### src/rtl/seg_data_drive_if.sv
// Sample/strobe, digit-select and segment bus between the scanner side and seg_data_drive.
interface seg_data_drive_if #(
    parameter int unsigned DATA_W = 20
);
    logic [DATA_W-1:0] data_in;
    logic              data_vld;
    logic [5:0]        sel;
    logic [7:0]        seg;
    logic [5:0]        sel_o;
    logic              busy;

    modport master (
        output data_in, data_vld, sel,
        input  seg, sel_o, busy
    );

    modport slave (
        input  data_in, data_vld, sel,
        output seg, sel_o, busy
    );
endinterface

### src/rtl/seg_data_drive.sv
// Binary-to-BCD (double-dabble) converter feeding a six-digit multiplexed
// seven-segment driver with leading-zero blanking, fixed dp and overflow dashes.
module seg_data_drive #(
    parameter int unsigned DATA_W = 20,
    parameter int unsigned DP_POS = 1,
    parameter int unsigned DP_EN  = 1,
    parameter int unsigned LZB_EN = 1
) (
    input  logic             clk,
    input  logic             rst_n,
    seg_data_drive_if.slave  bus
);
    localparam int unsigned DIGITS  = 6;
    localparam int unsigned BCD_W   = 4 * DIGITS;
    localparam int unsigned CNT_W   = $clog2(DATA_W + 1);
    localparam int unsigned CMP_W   = (DATA_W > 20) ? DATA_W : 20;
    localparam int unsigned BLANK_FLOOR = (DP_EN != 0) ? DP_POS : 0;

    typedef enum logic [1:0] {IDLE, SHIFT, LOAD} state_t;

    state_t            state_q, state_d;
    logic [DATA_W-1:0] data_q, data_d;
    logic [BCD_W-1:0]  bcd_q, bcd_d, bcd_adj;
    logic [CNT_W-1:0]  cnt_q, cnt_d;
    logic              ovf_pend_q, ovf_pend_d;
    logic [BCD_W-1:0]  disp_q, disp_d;
    logic              ovf_q, ovf_d;
    logic              busy_q, busy_d;
    logic [7:0]        seg_q, seg_d;
    logic [5:0]        sel_o_q;

    function automatic logic [7:0] digit_pat(input logic [3:0] n);
        case (n)
            4'd0:    digit_pat = 8'hC0;
            4'd1:    digit_pat = 8'hF9;
            4'd2:    digit_pat = 8'hA4;
            4'd3:    digit_pat = 8'hB0;
            4'd4:    digit_pat = 8'h99;
            4'd5:    digit_pat = 8'h92;
            4'd6:    digit_pat = 8'h82;
            4'd7:    digit_pat = 8'hF8;
            4'd8:    digit_pat = 8'h80;
            4'd9:    digit_pat = 8'h90;
            default: digit_pat = 8'hFF;
        endcase
    endfunction

    // Add-3 correction of every nibble that would overflow past 9 on the next shift
    always_comb begin
        bcd_adj = bcd_q;
        for (int unsigned i = 0; i < DIGITS; i++) begin
            if (bcd_q[4*i +: 4] >= 4'd5) begin
                bcd_adj[4*i +: 4] = bcd_q[4*i +: 4] + 4'd3;
            end
        end
    end

    always_ff @(posedge clk or negedge rst_n) begin
        if (!rst_n) begin
            state_q    <= IDLE;
            data_q     <= '0;
            bcd_q      <= '0;
            cnt_q      <= '0;
            ovf_pend_q <= 1'b0;
            disp_q     <= '0;
            ovf_q      <= 1'b0;
            busy_q     <= 1'b0;
        end else begin
            state_q    <= state_d;
            data_q     <= data_d;
            bcd_q      <= bcd_d;
            cnt_q      <= cnt_d;
            ovf_pend_q <= ovf_pend_d;
            disp_q     <= disp_d;
            ovf_q      <= ovf_d;
            busy_q     <= busy_d;
        end
    end

    // Conversion FSM: capture, DATA_W shift cycles, then a single-cycle display load
    always_comb begin
        state_d    = state_q;
        data_d     = data_q;
        bcd_d      = bcd_q;
        cnt_d      = cnt_q;
        ovf_pend_d = ovf_pend_q;
        disp_d     = disp_q;
        ovf_d      = ovf_q;
        case (state_q)
            IDLE: begin
                if (bus.data_vld) begin
                    state_d    = SHIFT;
                    data_d     = bus.data_in;
                    bcd_d      = '0;
                    cnt_d      = '0;
                    ovf_pend_d = CMP_W'(bus.data_in) > CMP_W'(999999);
                end
            end
            SHIFT: begin
                bcd_d  = {bcd_adj[BCD_W-2:0], data_q[DATA_W-1]};
                data_d = {data_q[DATA_W-2:0], 1'b0};
                cnt_d  = cnt_q + CNT_W'(1);
                if (cnt_q == CNT_W'(DATA_W - 1)) begin
                    state_d = LOAD;
                end
            end
            LOAD: begin
                disp_d  = bcd_q;
                ovf_d   = ovf_pend_q;
                state_d = IDLE;
            end
            default: state_d = IDLE;
        endcase
        busy_d = (state_d != IDLE);
    end

    // Segment pattern for the currently selected digit
    always_comb begin
        logic [5:0]       sel_n;
        logic             sel_ok;
        logic [DIGITS-1:0] all_zero;
        logic             acc;
        logic [7:0]       pat;

        sel_n    = ~bus.sel;
        sel_ok   = (sel_n != 6'd0) && ((sel_n & (sel_n - 6'd1)) == 6'd0);
        all_zero = '0;
        acc      = 1'b1;
        pat      = 8'hFF;
        seg_d    = 8'hFF;

        for (int i = DIGITS - 1; i >= 0; i--) begin
            acc         = acc && (disp_q[4*i +: 4] == 4'd0);
            all_zero[i] = acc;
        end

        for (int unsigned k = 0; k < DIGITS; k++) begin
            if (sel_ok && sel_n[k]) begin
                if (ovf_q) begin
                    pat = 8'hBF;
                end else begin
                    if ((LZB_EN != 0) && all_zero[k] && (k > BLANK_FLOOR)) begin
                        pat = 8'hFF;
                    end else begin
                        pat = digit_pat(disp_q[4*k +: 4]);
                    end
                    if ((DP_EN != 0) && (k == DP_POS)) begin
                        pat[7] = 1'b0;
                    end
                end
                seg_d = pat;
            end
        end
    end

    always_ff @(posedge clk or negedge rst_n) begin
        if (!rst_n) begin
            seg_q   <= 8'hFF;
            sel_o_q <= 6'h3F;
        end else begin
            seg_q   <= seg_d;
            sel_o_q <= bus.sel;
        end
    end

    assign bus.seg   = seg_q;
    assign bus.sel_o = sel_o_q;
    assign bus.busy  = busy_q;

endmodule

### src/flat_wrapper.sv
// flat-port wrapper written by rule: the top's interface ports become plain ports
module seg_data_drive_flat 
#(
    parameter int unsigned DATA_W = 20,
    parameter int unsigned DP_POS = 1,
    parameter int unsigned DP_EN  = 1,
    parameter int unsigned LZB_EN = 1
)
  (clk, rst_n, bus_data_in, bus_data_vld, bus_sel, bus_seg, bus_sel_o, bus_busy);
  seg_data_drive_if #(.DATA_W(DATA_W)) bus_i ();
  input  logic clk;
  input  logic rst_n;
  input wire logic [$bits(bus_i.data_in)-1:0] bus_data_in;
  input wire logic [$bits(bus_i.data_vld)-1:0] bus_data_vld;
  input wire logic [$bits(bus_i.sel)-1:0] bus_sel;
  output wire logic [$bits(bus_i.seg)-1:0] bus_seg;
  output wire logic [$bits(bus_i.sel_o)-1:0] bus_sel_o;
  output wire logic [$bits(bus_i.busy)-1:0] bus_busy;
  assign bus_i.data_in = bus_data_in;
  assign bus_i.data_vld = bus_data_vld;
  assign bus_i.sel = bus_sel;
  assign bus_seg = bus_i.seg;
  assign bus_sel_o = bus_i.sel_o;
  assign bus_busy = bus_i.busy;
  seg_data_drive #(.DATA_W(DATA_W), .DP_POS(DP_POS), .DP_EN(DP_EN), .LZB_EN(LZB_EN)) u_core (.clk(clk), .rst_n(rst_n), .bus(bus_i));
endmodule
### config.mk
export PLATFORM = sky130hd
export DESIGN_NAME = seg_data_drive_flat
export DESIGN_NICKNAME = d
export VERILOG_FILES = /design/src/rtl/seg_data_drive_if.sv /design/src/rtl/seg_data_drive.sv /design/src/flat_wrapper.sv
export SDC_FILE = /design/constraint.sdc
export NUM_CORES = 1
export LEC_CHECK = 0
export CELL_PAD_IN_SITES_DETAIL_PLACEMENT = 1
export CELL_PAD_IN_SITES_GLOBAL_PLACEMENT = 1
export CORE_ASPECT_RATIO = 0.6
export CORE_MARGIN = 2
export CORE_UTILIZATION = 35
export DETAILED_ROUTE_END_ITERATION = 12
export PLACE_DENSITY = 0.73
export SYNTH_ARGS = -nofsm -noshare
export SYNTH_HDL_FRONTEND = slang
export SYNTH_SLANG_ARGS = --single-unit
### constraint.sdc
create_clock -name clk -period 2.5 [get_ports clk]
set_clock_uncertainty 0.05 [all_clocks]
set_input_delay 0.5 -clock clk [delete_from_list [all_inputs] [get_ports clk]]
set_output_delay 0.5 -clock clk [all_outputs]
set_load 0.03 [all_outputs]
# After elaboration in Yosys (flattened, before gate mapping)
# Memory sizes are Yosys's and may differ from the RTL's.
# Cells that the tools add are included.
# Widths: inputs -> output; s select.
# op_classes
n_addsub	8
reduce_logical	21
eq_ne	4
magnitude_cmp	7
n_mux	31
bitwise_logic	2
# op_table
op	count
$mux 8	16
$pmux 24 s2	1
$pmux 20 s2	1
$ge 4x3->1 const B	6
$mux 24	1
$add 4x2->4 const B	5
$gt 20x20->1 const B	1
$mux 20	1
$mux 4	5
$logic_not 4->1	4
$logic_and 1x1->1	10
$pmux 5 s2	1
$and 6x6->6	1
$logic_not 6->1	1
$not 6->6	1
$reduce_bool 6->1	1
$sub 6x1->6 const B	1
$add 5x1->5 const B	1
$eq 5x5->1 const B	1
$mux 5	1
$mux 2	2
$pmux 2 s2	1
$reduce_and 2->1	2
$reduce_bool 2->1	2
6 further kinds	6
# totals
out_inout_bits	15
mem_count	6
in_bits	29
elab_cells	89
romBits	672
regBits	92
# mem_list
memory	words	word_bits	rd	rd_ports_with_merged_regs	write_ports	line_no	rtl
(name not given)	16	7	1	0	0	seg_data_drive.sv:33	case (n)
(name not given)	16	7	1	0	0	seg_data_drive.sv:33	
(name not given)	16	7	1	0	0	seg_data_drive.sv:33	
(name not given)	16	7	1	0	0	seg_data_drive.sv:33	
(name not given)	16	7	1	0	0	seg_data_drive.sv:33	
(name not given)	16	7	1	0	0	seg_data_drive.sv:33	

# Longest topological paths before layout
# Gate-level depths: netlist of the first run.
# logic_depth
ltp_word	12
ltp_mapped	8
ltp_nobuf	8

# Worst setup path after synthesis of the first run
# No wires, ideal clock.
# synth_timing
path_kind	flip-flop to flip-flop
start	reg u_core.disp_q[21]
end	reg u_core.seg_q[6] (netlist: u_core.bus.seg[6])
required_ns	2.382
setup_ns	0.068
t_arrival_ns	1.819
synth_period_minus_slack_ns	1.937
path_stages_with_launch	8
setup_slack_ns	0.563
path_cell_list	dfrtp_1 -> inv_1 -> ha_1 -> nor4b_4 -> nand4_1 -> a211o_2 -> a22o_1 -> a21oi_2
# synth_via
elab_chain_cells	10
# synth_rtl
element	line_no	rtl
from (decl)	seg_data_drive.sv:26	logic [BCD_W-1:0] disp_q, disp_d;
from (signal assigned)	seg_data_drive.sv:74	disp_q <= disp_d;
$logic_not 4->1	seg_data_drive.sv:133	acc = acc && (disp_q[4*i +: 4] == 4'd0);
$logic_and 1x1->1 (3 in a row)	seg_data_drive.sv:133	
$mux 8	seg_data_drive.sv:142	if ((LZB_EN != 0) && all_zero[k] && (k > BLANK_FLOOR)) begin
$mux 8	seg_data_drive.sv:139	if (ovf_q) begin
$mux 8 (3 in a row)	seg_data_drive.sv:138	if (sel_ok && sel_n[k]) begin
$mux 8 (*)	seg_data_drive.sv:138	
named net u_core.seg_d[6]	seg_data_drive.sv:29	logic [7:0] seg_q, seg_d;
to (signal assigned)	seg_data_drive.sv:161	seg_q <= seg_d;
to (decl)	seg_data_drive.sv:29	
# Mark *: on every way through the listed nets, which the timed path passes. The rest lies on a longest branch.
# A chain may end at the register's enable or synchronous reset.

# Worst setup path in the final report of the first run
# layout_timing
start	reg u_core.disp_q[20]
end	reg u_core.seg_q[2] (netlist: u_core.bus.seg[2])
# Same word-level chain as after synthesis.

==> results of run 1 <==
sequential cells by signal, summed over array words and instances, names as in the netlist:
name / cells
u_core.data_q: 20
u_core.bus.busy: 1
u_core.ovf_q: 1
u_core.cnt_q: 5
u_core.state_q: 2
u_core.disp_q: 24
u_core.bcd_q: 24
u_core.bus.sel_o: 6
u_core.bus.seg: 8
u_core.ovf_pend_q: 1
logic make-up after synthesis:
family	count (synthesis)	share of synthesized area
AO/OA/AOI/OAI	209	0.233
buffers and inverters	69	0.0540
AND/OR/NAND/NOR	170	0.164
flip-flops	92	0.409
multiplexers	14	0.0276
adder cells (fa/ha/maj)	42	0.0926
XOR/XNOR	13	0.0201
through the flow:
| step | setup TNS [ns] | utilization | cell area (sq um) |
|---|---|---|---|
| after global routing | 0 | 0.431 | 6710 |
| after global placement | 0 | 0.413 | 6440 |
| final | 0 | 0.431 | 6710 |
| after floorplan | 0 | - | 5670 |
| after detailed placement | -0.0815 | 0.413 | 6440 |
| after CTS | 0 | 0.430 | 6710 |
synth_stat cells (4+ instances only):
| cell | number | area, sq um |
|---|---|---|
| dfrtp_1 | 78 | 1950 |
| o21ai_0 | 71 | 355 |
| nand2_1 | 60 | 225 |
| a21oi_1 | 51 | 255 |
| ha_1 | 42 | 526 |
| inv_1 | 32 | 120 |
| nor2_1 | 30 | 113 |
| clkbuf_1 | 26 | 97.6 |
| a22oi_1 | 19 | 143 |
| nand2b_1 | 16 | 100 |
| dfstp_2 | 14 | 368 |
| mux2_2 | 13 | 146 |
| nor2b_1 | 12 | 75.1 |
| o31ai_1 | 10 | 75.1 |
| o22ai_1 | 8 | 50.1 |
| xnor2_1 | 8 | 70.1 |
| nor3_1 | 7 | 35.0 |
| a32o_1 | 6 | 60.1 |
| nand3_1 | 6 | 30.0 |
| o32ai_1 | 5 | 43.8 |
| xor2_1 | 5 | 43.8 |
| a211oi_1 | 4 | 30.0 |
| buf_6 | 4 | 45.0 |
| nand4_1 | 4 | 25.0 |
| nor3b_1 | 4 | 30.0 |
final timing paths:
check	to	cells past startpoint	from
max	u_core.bus.seg[2]	9	u_core.disp_q[20]
min	u_core.bcd_q[22]	1	rst_n
max reg2reg	u_core.bus.seg[2]	9	u_core.disp_q[20]
min reg2reg	u_core.data_q[12]	2	u_core.data_q[12]
max in group asynchronous	u_core.bus.seg[7]	2	rst_n
min in group clk	u_core.data_q[12]	2	u_core.data_q[12]
routing by layer:
metal  GRT usage  up-vias  part of all wire
li1            -     2266                 -
met1       0.262     2299              0.51
met2       0.295       41              0.45
met3      0.0322       10             0.032
met4      0.0444        0            0.0079
met5           0        -                 0
cell type report:
cell class	instances	area share
clock buffer	14	0.0378
clock inverter	2	0.00186
inverter	32	0.0179
multi-input combinational	448	0.455
sequential	92	0.346
tap	203	0.0378
timing repair buffer	76	0.104
report_power, final:
part,switching [W],internal [W]
Combinational,0.00208,0.00157
Sequential,0.000582,0.00199
Clock,0.000570,0.000703
Total,0.00323,0.00426
critical path, cell delays in order, from the launching register on:
cell and delay [ns]:
dfrtp_1 0.44, inv_1 0.14, ha_1 0.18, nor4b_4 0.37, nand3_2 0.15, o31a_1 0.27
a31oi_1 0.23, o21ai_0 0.12, buf_4 0.15, a21oi_1 0.16
what timing repair did:
| item | 4_1_cts | 5_1_grt |
|---|---|---|
| setup endpoints to repair | 0 | 1 |
| hold buffers | 0 | 0 |
| gates resized for setup | 0 | 2 |
==> results.txt, run 1 <==
Status: finished, final reports clean
Vias in the first global route: 4,895
WL/cell: 17.4 microns
Synth Net Count: 680
Clock sink count: 92
Register area: 2320 sq um
Filler instances: 1,781
Routed wire length: 15.0 mm
Worst-margin pin slew: 0.616 ns
Die area: 17,300 sq um
Initial antenna violation count: 0
Core Box Area: 15,600 sq um
R2R setup slack: 0.16 ns
Max VDD drop: 0.415 mV
Post-Place Cells: 851
Setup slack after layout: 0.160 ns
RD Place Congestion: 0.927
Synth cell types: 70
Leak Pwr: 2.82 nW
Critical path capture point type: flip-flop
Share of async-settable or async-resettable flops after synthesis: 1.00
Io pins: 44
WP data arrival: 2.55 ns
Vias: 4,616
GRT Total Usage: 0.184
Final setup fails: 0
Max FO, Critical Path: 5
Synthesized cell area: 5670 sq um
Ys flop type: dfrtp_1
Clock Tree Root: clkbuf_16
Max-cap violation count: 0
EDFF count, synth: 0
Die height: 103 microns
Initial detailed-routing violation count: 221
First-pass GRT wire length: 25.4 mm
Worst-skew pair later-pin latency: 0.34 ns
Initial Util: 0.364
Pwr Density: 1120 nW/um^2
Number of setup buffers added after CTS: 0
Multi-input gate area: 3050 sq um
CTS buffer count: 9
Diodes inserted: 0
CTS tree: built
Commonest non-fill, non-tap cell in the layout: dfrtp_1
Final hold slack: 0.130 ns
DP HPWL: 11.4 mm
Max-slew violation count: 0
Ys Warns: 0
Post-Syn Instances: 609
Most frequent cells in the layout: 78 x dfrtp_1, 71 x o21ai_0, 60 x nand2_1
Pre-antenna DRT Iters: 4
CP required: 2.71 ns
Buffers on Ports: 43
# rows: 35
Synth-to-Final Area Change: 18.3%
Hold Fails Final Rpt: 0
Total power: 0.00749 W
Sequential fraction of the synthesis area: 0.409
Minimum clock period after layout: 2.34 ns
Layout cells sized above 1: 0.151
Bufs on Longest Clock Path: 2
Drt drc: 0
Slew HR: 0.589
Setup repair after global routing missed its margin: no
Startpoint Class: flip-flop
CTS clk-pin slew, worst paths: 0.06 ns
Count of nets after finishing: 730
Place WS: -0.0443 ns
Worst hold path type: primary input to asynchronous set/reset pin
Kind of critical path: flip-flop to flip-flop
Final period util: 0.936
Detail Route Antenna Nets: 0
Synth Register Bits: 92
H-Tree Depth: 3
Non-filler instance count after layout: 867
Die X-Extent: 168 microns
Grt ovf: 0
Routed vias/inst: 5.32
F_max: 427 MHz
Syn avg cell area: 9.32 sq um
Pin count of the biggest net entering global routing: 45
Power figures use the tool's default switching activity.
==> run 2, diff against run 1 <==
--- a/config.mk
+++ b/config.mk
@@ -5,13 +5,14 @@
 export SDC_FILE = /design/constraint.sdc
 export NUM_CORES = 1
 export LEC_CHECK = 0
+export ABC_CLOCK_PERIOD_IN_PS = 2500
 export CELL_PAD_IN_SITES_DETAIL_PLACEMENT = 1
 export CELL_PAD_IN_SITES_GLOBAL_PLACEMENT = 1
 export CORE_ASPECT_RATIO = 0.6
 export CORE_MARGIN = 2
-export CORE_UTILIZATION = 35
+export CORE_UTILIZATION = 40
 export DETAILED_ROUTE_END_ITERATION = 12
-export PLACE_DENSITY = 0.73
+export PLACE_DENSITY = 0.81
 export SYNTH_ARGS = -nofsm -noshare
 export SYNTH_HDL_FRONTEND = slang
 export SYNTH_SLANG_ARGS = --single-unit
==> run 2 against run 1 <==
Net effect:
- wire length is 1.2% higher
- fmax is 1.1% higher
- power is 2.8% higher
- critical endpoint unchanged
- highest routed layer unchanged
==> results.txt, run 2 (same netlist as run 1, synthesis figures left out) <==
CTS buffer count: 9 (unchanged)
Startpoint Class: flip-flop (unchanged)
Final period util: 0.926 (was 0.936)
CP required: 2.72 ns (was 2.71 ns)
Max FO, Critical Path: 5 (unchanged)
WP data arrival: 2.53 ns (was 2.55 ns)
R2R setup slack: 0.19 ns (was 0.16 ns)
Seq pwr share: 0.334 (was 0.343)
RD Place Congestion: 0.879 (was 0.927)
Setup repair after global routing missed its margin: no (unchanged)
Hold Fails Final Rpt: 0 (unchanged)
Kind of critical path: flip-flop to flip-flop (unchanged)
Final setup fails: 0 (unchanged)
Clock sink count: 92 (unchanged)
Status: finished, final reports clean (unchanged)
Die X-Extent: 158 microns (was 168 microns)
Pin count of the biggest net entering global routing: 42 (was 45)
CTS resizes: 0 (unchanged)
Filler instances: 1,562 (was 1,781)
Clock Tree Root: clkbuf_16 (unchanged)
Pwr Density: 1150 nW/um^2 (was 1120 nW/um^2)
Die area: 15,200 sq um (was 17,300 sq um)
Layout cells sized above 1: 0.146 (was 0.151)
Number of setup buffers added after CTS: 0 (unchanged)
Critical Path Start: u_core.disp_q[20] (unchanged)
Die height: 96.3 microns (was 103 microns)
Clock Power Share: 0.188 (was 0.170)
Routed wire length: 15.2 mm (was 15.0 mm)
Core Box Area: 13,700 sq um (was 15,600 sq um)
Grt ovf: 0 (unchanged)
Commonest non-fill, non-tap cell in the layout: dfrtp_1 (unchanged)
Worst-skew pair later-pin latency: 0.35 ns (was 0.34 ns)
CTS clk-pin slew, worst paths: 0.07 ns (was 0.06 ns)
Worst r2r src: u_core.disp_q[20] (unchanged)
Vias in the first global route: 4,951 (was 4,895)
Net Sw Frac: 0.430 (was 0.431)
Buffers on Ports: 43 (unchanged)
Pre-antenna DRT Iters: 5 (was 4)
Critical Path End: u_core.bus.seg[2] (unchanged)
DP HPWL: 11.3 mm (was 11.4 mm)
Finished Core Util: 0.487 (was 0.431)
Area post-placement: 6380 sq um (was 6440 sq um)
H-Tree Depth: 3 (unchanged)
Max-slew violation count: 0 (unchanged)
Most frequent cells in the layout: 78 x dfrtp_1, 71 x o21ai_0, 60 x nand2_1 (unchanged)
Initial antenna violation count: 0 (unchanged)
R2r endpoint: u_core.bus.seg[2] (unchanged)
Initial Util: 0.413 (was 0.364)
Worst hold path type: primary input to asynchronous set/reset pin (unchanged)
Initial detailed-routing violation count: 256 (was 221)
Count of nets after finishing: 724 (was 730)
Critical path capture point type: flip-flop (unchanged)
Final instance area: 6700 sq um (was 6710 sq um)
F_max: 432 MHz (was 427 MHz)
Comb power frac: 0.477 (was 0.487)
GRT Total Usage: 0.215 (was 0.184)
Synth-to-Final Area Change: 18.0% (was 18.3%)
Io pins: 44 (unchanged)
Hold Buf Count CTS: 0 (unchanged)
CTS tree: built (unchanged)
R2R depth: 8 (was 9)
Max VDD drop: 0.432 mV (was 0.415 mV)
Routed vias/inst: 5.52 (was 5.32)
First-pass GRT wire length: 25.5 mm (was 25.4 mm)
Max-cap violation count: 0 (unchanged)
Worst-margin pin slew: 0.579 ns (was 0.616 ns)
Top Registers: u_core.bcd_q: 24 flops, u_core.disp_q: 24 flops, u_core.data_q: 20 flops (unchanged)
Vias: 4,691 (was 4,616)
Leak Pwr: 2.80 nW (was 2.82 nW)
Detail Route Antenna Nets: 0 (unchanged)
# rows: 33 (was 35)
Final hold slack: 0.0506 ns (was 0.130 ns)
Sw Pwr: 0.00331 W (was 0.00323 W)
Internal: 0.00439 W (was 0.00426 W)
Bufs on Longest Clock Path: 2 (unchanged)
Slew HR: 0.614 (was 0.589)
Drt drc: 0 (unchanged)
Minimum clock period after layout: 2.31 ns (was 2.34 ns)
WL/cell: 17.9 microns (was 17.4 microns)
Diodes inserted: 0 (unchanged)
[run 2: layer usage]
metal  GRT usage  share of wire
met3      0.0374          0.030
met5           0              0
met1       0.296           0.49
met4      0.0477         0.0082
met2       0.359           0.47
[run 2: worst min path at each step]
stage	start	end	slack, ns
2_1_floorplan	rst_n	u_core.bcd_q[0]	0.15
3_3_place_gp	u_core.data_q[17]	u_core.data_q[17]	0.41
3_5_place_dp	u_core.data_q[15]	u_core.data_q[15]	0.42
4_1_cts	rst_n	u_core.bcd_q[22]	0.06
5_1_grt	rst_n	u_core.bcd_q[22]	0.07
6_report	rst_n	u_core.bcd_q[22]	0.05
[run 2: critical path, cell delays in order (launching register included)]
cell     delay, ns
dfrtp_1       0.44
inv_1         0.14
ha_2          0.24
nor4b_4       0.35
nand3_1       0.17
o31a_1        0.28
a31oi_1       0.23
o21ai_0       0.15
a21oi_1       0.18
[run 2: cell type report]
cell class	instances	area [sq um]	area share
tap	192	240	0.0359
clock buffer	12	256	0.0383
clock inverter	4	55.1	0.00822
inverter	32	120	0.0179
multi-input combinational	448	3050	0.455
sequential	92	2320	0.346
timing repair buffer	70	656	0.0979
[run 2: power groups by stage]
| stage | Clock [W] | Combinational, W | Sequential [W] |
|---|---|---|---|
| after floorplan | 0 | 0.00270 | 0.00237 |
| after global placement | 0 | 0.00340 | 0.00253 |
| after detailed placement | 0 | 0.00362 | 0.00258 |
| after CTS | 0.00147 | 0.00368 | 0.00256 |
| after global routing | 0.00153 | 0.00415 | 0.00265 |
| final | 0.00145 | 0.00368 | 0.00257 |
[run 2: through the flow]
step | instances | setup TNS [ns] | setup WS, ns | total power [W]
final | 850 | 0 | 0.186 | 0.00770
after global routing | 850 | 0 | 0.0357 | 0.00833
after CTS | 850 | 0 | 0.193 | 0.00772
after detailed placement | 834 | -0.140 | -0.0951 | 0.00620
after global placement | 834 | 0 | 0.0182 | 0.00593
after floorplan | 609 | 0 | 0.563 | 0.00507
==> run 3, diff against run 2 <==
--- a/config.mk
+++ b/config.mk
@@ -5,7 +5,7 @@
 export SDC_FILE = /design/constraint.sdc
 export NUM_CORES = 1
 export LEC_CHECK = 0
-export ABC_CLOCK_PERIOD_IN_PS = 2500
+export ABC_CLOCK_PERIOD_IN_PS = 2900
 export CELL_PAD_IN_SITES_DETAIL_PLACEMENT = 1
 export CELL_PAD_IN_SITES_GLOBAL_PLACEMENT = 1
 export CORE_ASPECT_RATIO = 0.6
==> constraint.sdc (replaced) <==
create_clock -name clk -period 2.9 [get_ports clk]
set_clock_uncertainty 0.05 [all_clocks]
set_input_delay 0.58 -clock clk [delete_from_list [all_inputs] [get_ports clk]]
set_output_delay 0.58 -clock clk [all_outputs]
set_load 0.03 [all_outputs]
==> run 3 against run 2 <==
Net effect:
- power fell by 17%
- clock power fell by 26%
- first-iteration DRC count rose by 14%
- combinational power fell by 18%
- critical path depth fell by 1
- global-route usage fell by 1.2 points
==> results.txt, run 3 (same netlist as run 1, synthesis figures left out) <==
Total power: 0.00636 W (was 0.00770 W)
CTS resizes: 0 (unchanged)
Die height: 96.3 microns (unchanged)
R2r endpoint: u_core.bus.seg[2] (unchanged)
Setup tns final: 0 ns (unchanged)
Kind of critical path: primary input to flip-flop (was flip-flop to flip-flop)
F_max: 391 MHz
Pwr Density: 975 nW/um^2 (was 1150 nW/um^2)
H-Tree Depth: 3 (unchanged)
Gr busiest metal: met2 (unchanged)
CTS clk-pin slew, worst paths: 0.06 ns (was 0.07 ns)
Worst-skew pair later-pin latency: 0.34 ns (was 0.35 ns)
Final hold slack: 0.203 ns (was 0.0506 ns)
Initial antenna violation count: 0 (unchanged)
Slew HR: 0.520 (was 0.614)
Routed wire length: 14.7 mm (was 15.2 mm)
M2 GR Usage: 0.328 (was 0.359)
Critical Path Start: bus_sel[1] (was u_core.disp_q[20])
Final setup fails: 0 (unchanged)
Diodes inserted: 0 (unchanged)
CTS buffer count: 9 (unchanged)
Core Box Area: 13,700 sq um (unchanged)
WL/cell: 17.6 microns (was 17.9 microns)
Worst r2r src: u_core.disp_q[16] (was u_core.disp_q[20])
Max-slew violation count: 0 (unchanged)
Pre-antenna DRT Iters: 5 (unchanged)
Count of nets after finishing: 709 (was 724)
Max VDD drop: 0.364 mV (was 0.432 mV)
WP data arrival: 2.76 ns (was 2.53 ns)
CTS tree: built (unchanged)
Met1 usage: 0.287 (was 0.296)
Vias: 4,677 (was 4,691)
Routed vias/inst: 5.61 (was 5.52)
Leak Pwr: 2.70 nW (was 2.80 nW)
Clock sink count: 92 (unchanged)
R2R setup slack: 0.34 ns (was 0.19 ns)
Buffers on Ports: 43 (unchanged)
Area post-placement: 6260 sq um (was 6380 sq um)
Pin count of the biggest net entering global routing: 47 (was 42)
Hold Buf Count CTS: 0 (unchanged)
DP HPWL: 10.7 mm (was 11.3 mm)
Filler instances: 1,585 (was 1,562)
Setup repair after global routing missed its margin: no (unchanged)
First-pass GRT wire length: 24.3 mm (was 25.5 mm)
GRT Total Usage: 0.204 (was 0.215)
Multi-input gate area: 3050 sq um (about the same)
Clock Tree Root: clkbuf_16 (unchanged)
Worst-margin pin slew: 0.720 ns (was 0.579 ns)
Final period util: 0.882
Synth-to-Final Area Change: 14.9% (was 18.0%)
Commonest non-fill, non-tap cell in the layout: dfrtp_1 (unchanged)
Layout cells sized above 1: 0.120 (was 0.146)
Vias in the first global route: 4,809 (was 4,951)
Most frequent cells in the layout: 78 x dfrtp_1, 71 x o21ai_0, 60 x nand2_1 (unchanged)
Grt ovf: 0 (unchanged)
Worst hold path type: primary input to asynchronous set/reset pin (unchanged)
Io pins: 44 (unchanged)
Initial Util: 0.413 (unchanged)
Hold Fails Final Rpt: 0 (unchanged)
Detail Route Antenna Nets: 0 (unchanged)
Bufs on Longest Clock Path: 2 (unchanged)
Die X-Extent: 158 microns (unchanged)
Max-cap violation count: 0 (unchanged)
Status: finished, final reports clean (unchanged)
Max FO, Critical Path: 8 (was 5)
Number of setup buffers added after CTS: 0 (unchanged)
Initial detailed-routing violation count: 291 (was 256)
Minimum clock period after layout: 2.56 ns
Register area: 2320 sq um (unchanged)
Final instance area: 6520 sq um (was 6700 sq um)
Die area: 15,200 sq um (unchanged)
# rows: 33 (unchanged)
Critical Path End: u_core.bus.seg[2] (unchanged)
Drt drc: 0 (unchanged)
M3 GR Usage: 0.0360 (was 0.0374)
RD Place Congestion: 0.881 (was 0.879)
R2R depth: 8 (unchanged)
Critical path capture point type: flip-flop (unchanged)
Startpoint Class: primary input (was flip-flop)
Top Registers: u_core.bcd_q: 24 flops, u_core.disp_q: 24 flops, u_core.data_q: 20 flops (unchanged)
CP required: 3.10 ns (was 2.72 ns)
run 3: changes by cell type in the layout (fill, tap and decap cells not counted):
| cell | delta |
|---|---|
| buf_4 | -14 |
| inv_6 | -2 |
| buf_12 | -1 |
| bufinv_16 | -1 |
| clkbuf_1 | +1 |
| clkbuf_8 | -1 |
| clkinv_2 | +1 |
| ha_1 | +1 |
| ha_2 | -1 |
run 3: how the worst min path moves through the flow:
stage / startpoint / to
floorplan: rst_n / u_core.bcd_q[0]
CTS: rst_n / u_core.data_q[2]
global route: rst_n / u_core.data_q[2]
finish: rst_n / u_core.bcd_q[22]
detailed placement: u_core.data_q[17] / u_core.data_q[17]
global placement: u_core.data_q[15] / u_core.data_q[15]
run 3: metal layers:
layer | up-vias | part of all wire | routed length [microns]
met1 | 2370 | 0.49 | 7140
met5 | - | 0 | 0
met4 | 0 | 0.0075 | 110
met2 | 69 | 0.47 | 6900
li1 | 2229 | - | -
met3 | 9 | 0.036 | 525
run 3: area by class of cell:
| class | instances | share of cell area |
|---|---|---|
| Inverter | 32 | 0.0184 |
| Clock buffer | 12 | 0.0378 |
| Clock inverter | 2 | 0.00192 |
| Multi-Input combinational cell | 448 | 0.468 |
| Timing Repair Buffer | 55 | 0.0814 |
| Sequential cell | 92 | 0.356 |
| Tap cell | 192 | 0.0369 |
run 3: worst max-delay path: stages:
cell,delay [ns]
clkdlybuf4s50_1,0.65
or2b_1,0.31
nor3b_2,0.30
a21boi_0,0.15
o22a_2,0.21
o21ai_0,0.41
a21oi_1,0.15
run 3: power breakdown:
group	internal, W	switching, W
Combinational	0.00127	0.00175
Clock	0.000595	0.000488
Sequential	0.00171	0.000540
run 3: metrics by stage:
| stage | setup WS [ns] | util | instances |
|---|---|---|---|
| finish | 0.341 | 0.474 | 833 |
| global route | 0.276 | 0.474 | 833 |
| CTS | 0.425 | 0.474 | 833 |
| detailed placement | 0.0859 | 0.455 | 819 |
| global placement | 0.193 | 0.455 | 819 |
| floorplan | 0.950 | - | 609 |
